## src/rtl/pipe_hazard_ctrl.sv

```systemverilog
// Pipeline hazard controller: load-use, branch/jump flushes, multi-cycle
// jump-with-forwarding stall, data-memory wait hold and a stall statistics counter.
module pipe_hazard_ctrl #(
  parameter int JR_STALL = 2,
  parameter int CNT_W    = 16
) (
  input  logic             clk,
  input  logic             rst_n,
  input  logic [4:0]       id_rs,
  input  logic [4:0]       id_rt,
  input  logic             id_uses_rt,
  input  logic             ex_mem_read,
  input  logic [4:0]       ex_rd,
  input  logic [1:0]       jump,
  input  logic             branch_taken,
  input  logic             dmem_req,
  input  logic             dmem_ready,
  input  logic             stat_clr,
  output logic             pc_write,
  output logic             ifid_write,
  output logic             ifid_flush,
  output logic             idex_flush,
  output logic             back_hold,
  output logic [CNT_W-1:0] stall_cnt
);

  typedef enum logic [1:0] {RUN, MEMWAIT, JRWAIT} state_e;

  localparam logic [3:0] JR_LOAD = 4'(JR_STALL - 1);

  state_e           state_q, state_d;
  logic [3:0]       jr_cnt_q, jr_cnt_d;
  logic [CNT_W-1:0] stall_cnt_q;
  logic             mem_stall, load_use, mem_hold;

  assign mem_stall = dmem_req & ~dmem_ready;
  assign load_use  = ex_mem_read && (ex_rd != 5'd0) &&
                     ((ex_rd == id_rs) || (id_uses_rt && (ex_rd == id_rt)));

  always_comb begin
    state_d    = state_q;
    jr_cnt_d   = jr_cnt_q;
    pc_write   = 1'b1;
    ifid_write = 1'b1;
    ifid_flush = 1'b0;
    idex_flush = 1'b0;
    back_hold  = 1'b0;
    mem_hold   = 1'b0;
    case (state_q)
      JRWAIT: begin
        if (mem_stall) begin
          pc_write   = 1'b0;
          ifid_write = 1'b0;
          idex_flush = 1'b1;
          back_hold  = 1'b1;
        end else if (branch_taken) begin
          ifid_flush = 1'b1;
          idex_flush = 1'b1;
          state_d    = RUN;
        end else if (jr_cnt_q != 4'd0) begin
          pc_write   = 1'b0;
          ifid_write = 1'b0;
          idex_flush = 1'b1;
          jr_cnt_d   = jr_cnt_q - 4'd1;
        end else begin
          ifid_flush = 1'b1;
          state_d    = RUN;
        end
      end
      default: begin
        // Once waiting, only dmem_ready ends the hold; the release cycle then
        // acts as RUN so a branch held in EX still gets its flush.
        mem_hold = (state_q == MEMWAIT) ? ~dmem_ready : mem_stall;
        if (mem_hold) begin
          pc_write   = 1'b0;
          ifid_write = 1'b0;
          back_hold  = 1'b1;
          state_d    = MEMWAIT;
        end else begin
          state_d = RUN;
          if (branch_taken) begin
            ifid_flush = 1'b1;
            idex_flush = 1'b1;
          end else if (load_use) begin
            pc_write   = 1'b0;
            ifid_write = 1'b0;
            idex_flush = 1'b1;
          end else if (jump == 2'b10) begin
            pc_write   = 1'b0;
            ifid_write = 1'b0;
            idex_flush = 1'b1;
            jr_cnt_d   = JR_LOAD;
            state_d    = JRWAIT;
          end else if (jump == 2'b01) begin
            ifid_flush = 1'b1;
          end
        end
      end
    endcase
    if (!rst_n) begin
      pc_write   = 1'b0;
      ifid_write = 1'b0;
      ifid_flush = 1'b1;
      idex_flush = 1'b1;
      back_hold  = 1'b0;
    end
  end

  always_ff @(posedge clk or negedge rst_n) begin
    if (!rst_n) begin
      state_q  <= RUN;
      jr_cnt_q <= 4'd0;
    end else begin
      state_q  <= state_d;
      jr_cnt_q <= jr_cnt_d;
    end
  end

  always_ff @(posedge clk or negedge rst_n) begin
    if (!rst_n) begin
      stall_cnt_q <= '0;
    end else if (stat_clr) begin
      stall_cnt_q <= '0;
    end else if (!pc_write && (stall_cnt_q != '1)) begin
      stall_cnt_q <= stall_cnt_q + CNT_W'(1);
    end
  end

  assign stall_cnt = stall_cnt_q;

endmodule

```

## config.mk

```make
export PLATFORM = sky130hd
export DESIGN_NAME = pipe_hazard_ctrl
export DESIGN_NICKNAME = d
export VERILOG_FILES = /design/src/rtl/pipe_hazard_ctrl.sv
export SDC_FILE = /design/constraint.sdc
export NUM_CORES = 1
export LEC_CHECK = 0
export ABC_CLOCK_PERIOD_IN_PS = 2800
export CORE_MARGIN = 2
export CORE_UTILIZATION = 46
export CTS_CLUSTER_SIZE = 30
export DETAILED_ROUTE_END_ITERATION = 10
export PLACE_DENSITY = 0.8
export SYNTH_ARGS = -nofsm -noshare
export SYNTH_HDL_FRONTEND = slang
export SYNTH_SLANG_ARGS = --single-unit
export TNS_END_PERCENT = 50
```

## constraint.sdc

```tcl
create_clock -name clk -period 2.8 [get_ports clk]
set_input_delay 0.56 -clock clk [delete_from_list [all_inputs] [get_ports clk]]
set_output_delay 0.56 -clock clk [all_outputs]
set_load 0.02 [all_outputs]
```

==> impl_metrics.csv <==
group,metric,value,unit
timing,slew_headroom,59.9,%
synthesis,yosys_warnings,0,
grt,antenna_found_initial,0,
synthesis,synth_seq_area_share,37.7,%
synthesis,synthXorXnorAreaFrac,13.2,%
final_layout,insertedDiodeCount,0,
synthesis,avgSynthCellArea,8.86,µm²
die,core.rowCount,20,
synthesis,synth-compound-area-share,11.3,%
synthesis,synth_common_cells,"nor2_1, dfrtp_1, xor2_1, nand2_1, or3_1",
clock_network,cts_hold_buf,0,
clock_network,cts_max_level,1,
grt,first_global_vias,1452,
critical_path,startpoint_type,"input port",
timing,worst_pin_slew,600,ps
run_status,status,"finished clean",
route,drt_iter0_markers,54,
critical_path,max_stage_delay,440,ps
timing,hold_viol_final,0,
critical_path,required,2240,ps
timing,timing.fmax,364,MHz
synthesis,synth-simple-area-share,29.8,%
timing,rsz0062_at_grt,"true",
final_layout,nFillCells,240,
critical_path,crit_fanout,3,
final_layout,finalNetCount,261,
grt,grt_use_total,22.4,%
placed_design,dpl.cell_count,270,
clock_network,cts_buffers,3,
timing,skew,2.49,ps
placed_design,place_congestion,0.802,
placed_design,dp_hpwl,2.86,mm
final_layout,fin_cells,276,
final_layout,multi_input_comb_area,910,µm²
die,die_x,60.4,µm
critical_path,worstSetupEndpointType,"primary output",
final_layout,seqCellArea,551,µm²
synthesis,synth_top_family_by_area,"simple AND/OR/NAND/NOR gates",
critical_path,worstPathArrival,2180,ps
synthesis,ys_seq_elements,22,
clock_network,clk_pin_slew,130,ps
clock_network,cts_tree,"built",
route,dr_total_vias,1462,
grt,grt-ovfl-total,0,
route,drc,0,
die,core,3030,µm²
critical_path,r2r_setup_slack,580,ps
die,start_util,48.3,%
critical_path,worstSetupPathType,"in2out",
clock_network,clock_sinks,22,
clock_network,clk_latency,320,ps
die,dieHeight,60.4,µm
critical_path,crit_family,"simple AND/OR/NAND/NOR gates",
pwr,finalPower,0.872,mW
pwr,p_leak,0.954,nW
synthesis,yosys.area.top_type,"dfrtp_1",
synthesis,synth_top_area_share,37.7,%
route,ant_nets,0,
final_layout,area_growth,47.9,%
synthesis,synth_cells,165,
synthesis,ys.flop_type,"dfrtp_1",
timing,final.period_utilization,98.0,%
synthesis,async_reset_ff_share,100,%
min_path,holdCritPathClass,"reg2reg",
run,cap_violations,0,
critical_path,crit_buf_inv,2,
synthesis,syn_nets,193,
route,first_pass_iters,4,
timing,worst_slack,55.5,ps
placed_design,io_buffer_count,45,
synthesis,synth_area,1460,µm²
synthesis,synth_fa_ha_area_share,3.25,%
pwr,ir_drop,0.199,mV
critical_path,cp_slowest_cell,"or4_4",
synthesis,ys_top_cells_by_area,"dfrtp_1, xor2_1, nor2_1",
timing,finalSetupTns,0,ps
grt,grt_pass1_wl,6.18,mm
timing,final-setup-viol-count,0,
final_layout,final_layout_size_suffix_gt1_share,20.3,%
grt,grt_max_degree,25,
route,wl,3.75,mm
critical_path,path_cells,"dlygate4sd2_1 -> or4_4 -> o21ai_4 -> nor2_4 -> nor2_2 -> a21oi_1 -> or3_1 -> buf_6",
clock_network,clockRootBuffer,"clkbuf_4",
route,viasPerCell,5.30,
route,wire_per_inst,13.6,µm
timing,slew_viol_final,0,
synthesis,synth_enable_flop_cells,0,
timing,finalCriticalPeriod,2740,ps
die,io_pins,46,
synthesis,yosysMostFrequentCell,"nor2_1",
clock_network,cts.path.max_buffers,2,
placed_design,preCtsSetupSlack,-646,ps
pwr,powerDensity,403,nW/µm²
synthesis,synth_cell_types,41,
die,dieArea,3640,µm²
synthesis,yosys-mux-area-fraction,1.37,%
final timing paths:
| path | startpoint | to | cells past startpoint |
|---|---|---|---|
| max in group asynchronous | rst_n | stall_cnt[2] | 2 |
| hold reg to reg | jr_cnt_q[0] | jr_cnt_q[0] | 1 |
| hold / removal | jr_cnt_q[0] | jr_cnt_q[0] | 1 |
| setup / recovery | ex_rd[4] | idex_flush | 8 |
| min in group asynchronous | rst_n | state_q[0] | 2 |
| setup reg to reg | jr_cnt_q[0] | jr_cnt_q[3] | 9 |
metrics by stage:
| step | utilization, % | hold slack, ps | instance area (µm²) |
|---|---|---|---|
| 6_report | 71.4 | 547 | 2160 |
| 5_1_grt | 71.4 | 588 | 2160 |
| 4_1_cts | 70.5 | 547 | 2130 |
| 3_5_place_dp | 69.3 | 534 | 2100 |
| 3_3_place_gp | 69.3 | 510 | 2100 |
| 2_1_floorplan | - | 264 | 1460 |
final cells by class:
type,instances,area share (%)
Clock buffer,4,1.68
Timing Repair Buffer,68,27.2
Multi-Input combinational cell,132,42.1
Inverter,6,1.04
Sequential cell,22,25.5
Tap cell,44,2.55
placed cells by master, fill, tap and decap left out, types with 6 or more instances in the layout:
cell and n:
a21oi_1 6, buf_4 23, clkdlybuf4s50_1 27, dfrtp_1 22, dlygate4sd2_1 13, inv_1 6
nand2_1 11, nand4_1 6, nor2_1 22, or3_1 7, xor2_1 19
layer usage:
metal | routed length (µm) | global-route usage (%)
met5 | 0 | 0
met4 | 53 | 6.67
met3 | 156 | 1.92
met2 | 1970 | 41.6
met1 | 1570 | 27.3
state kept, by name (all words and copies together) (netlist names):
signal     count
state_q        2
jr_cnt_q       4
stall_cnt     16
cell families after synthesis:
| logic type | after synthesis |
|---|---|
| buf+inv | 11 |
| fa+ha+maj | 4 |
| xor+xnor | 22 |
| mux | 2 |
| flops | 22 |
| compound gates | 23 |
| simple gates | 81 |
report_power, final:
part / switching, mW / leakage, nW / internal, mW
combinational: 0.159 / 0.633 / 0.141
sequential: 0.0366 / 0.300 / 0.349
clock: 0.107 / 0.0210 / 0.0797
timing repair:
item,4_1_cts,5_1_grt
pin swaps,14,6
setup endpoints to repair,4,4
setup buffers,2,0
gates resized for setup,38,7
Power figures use the tool's default switching activity.
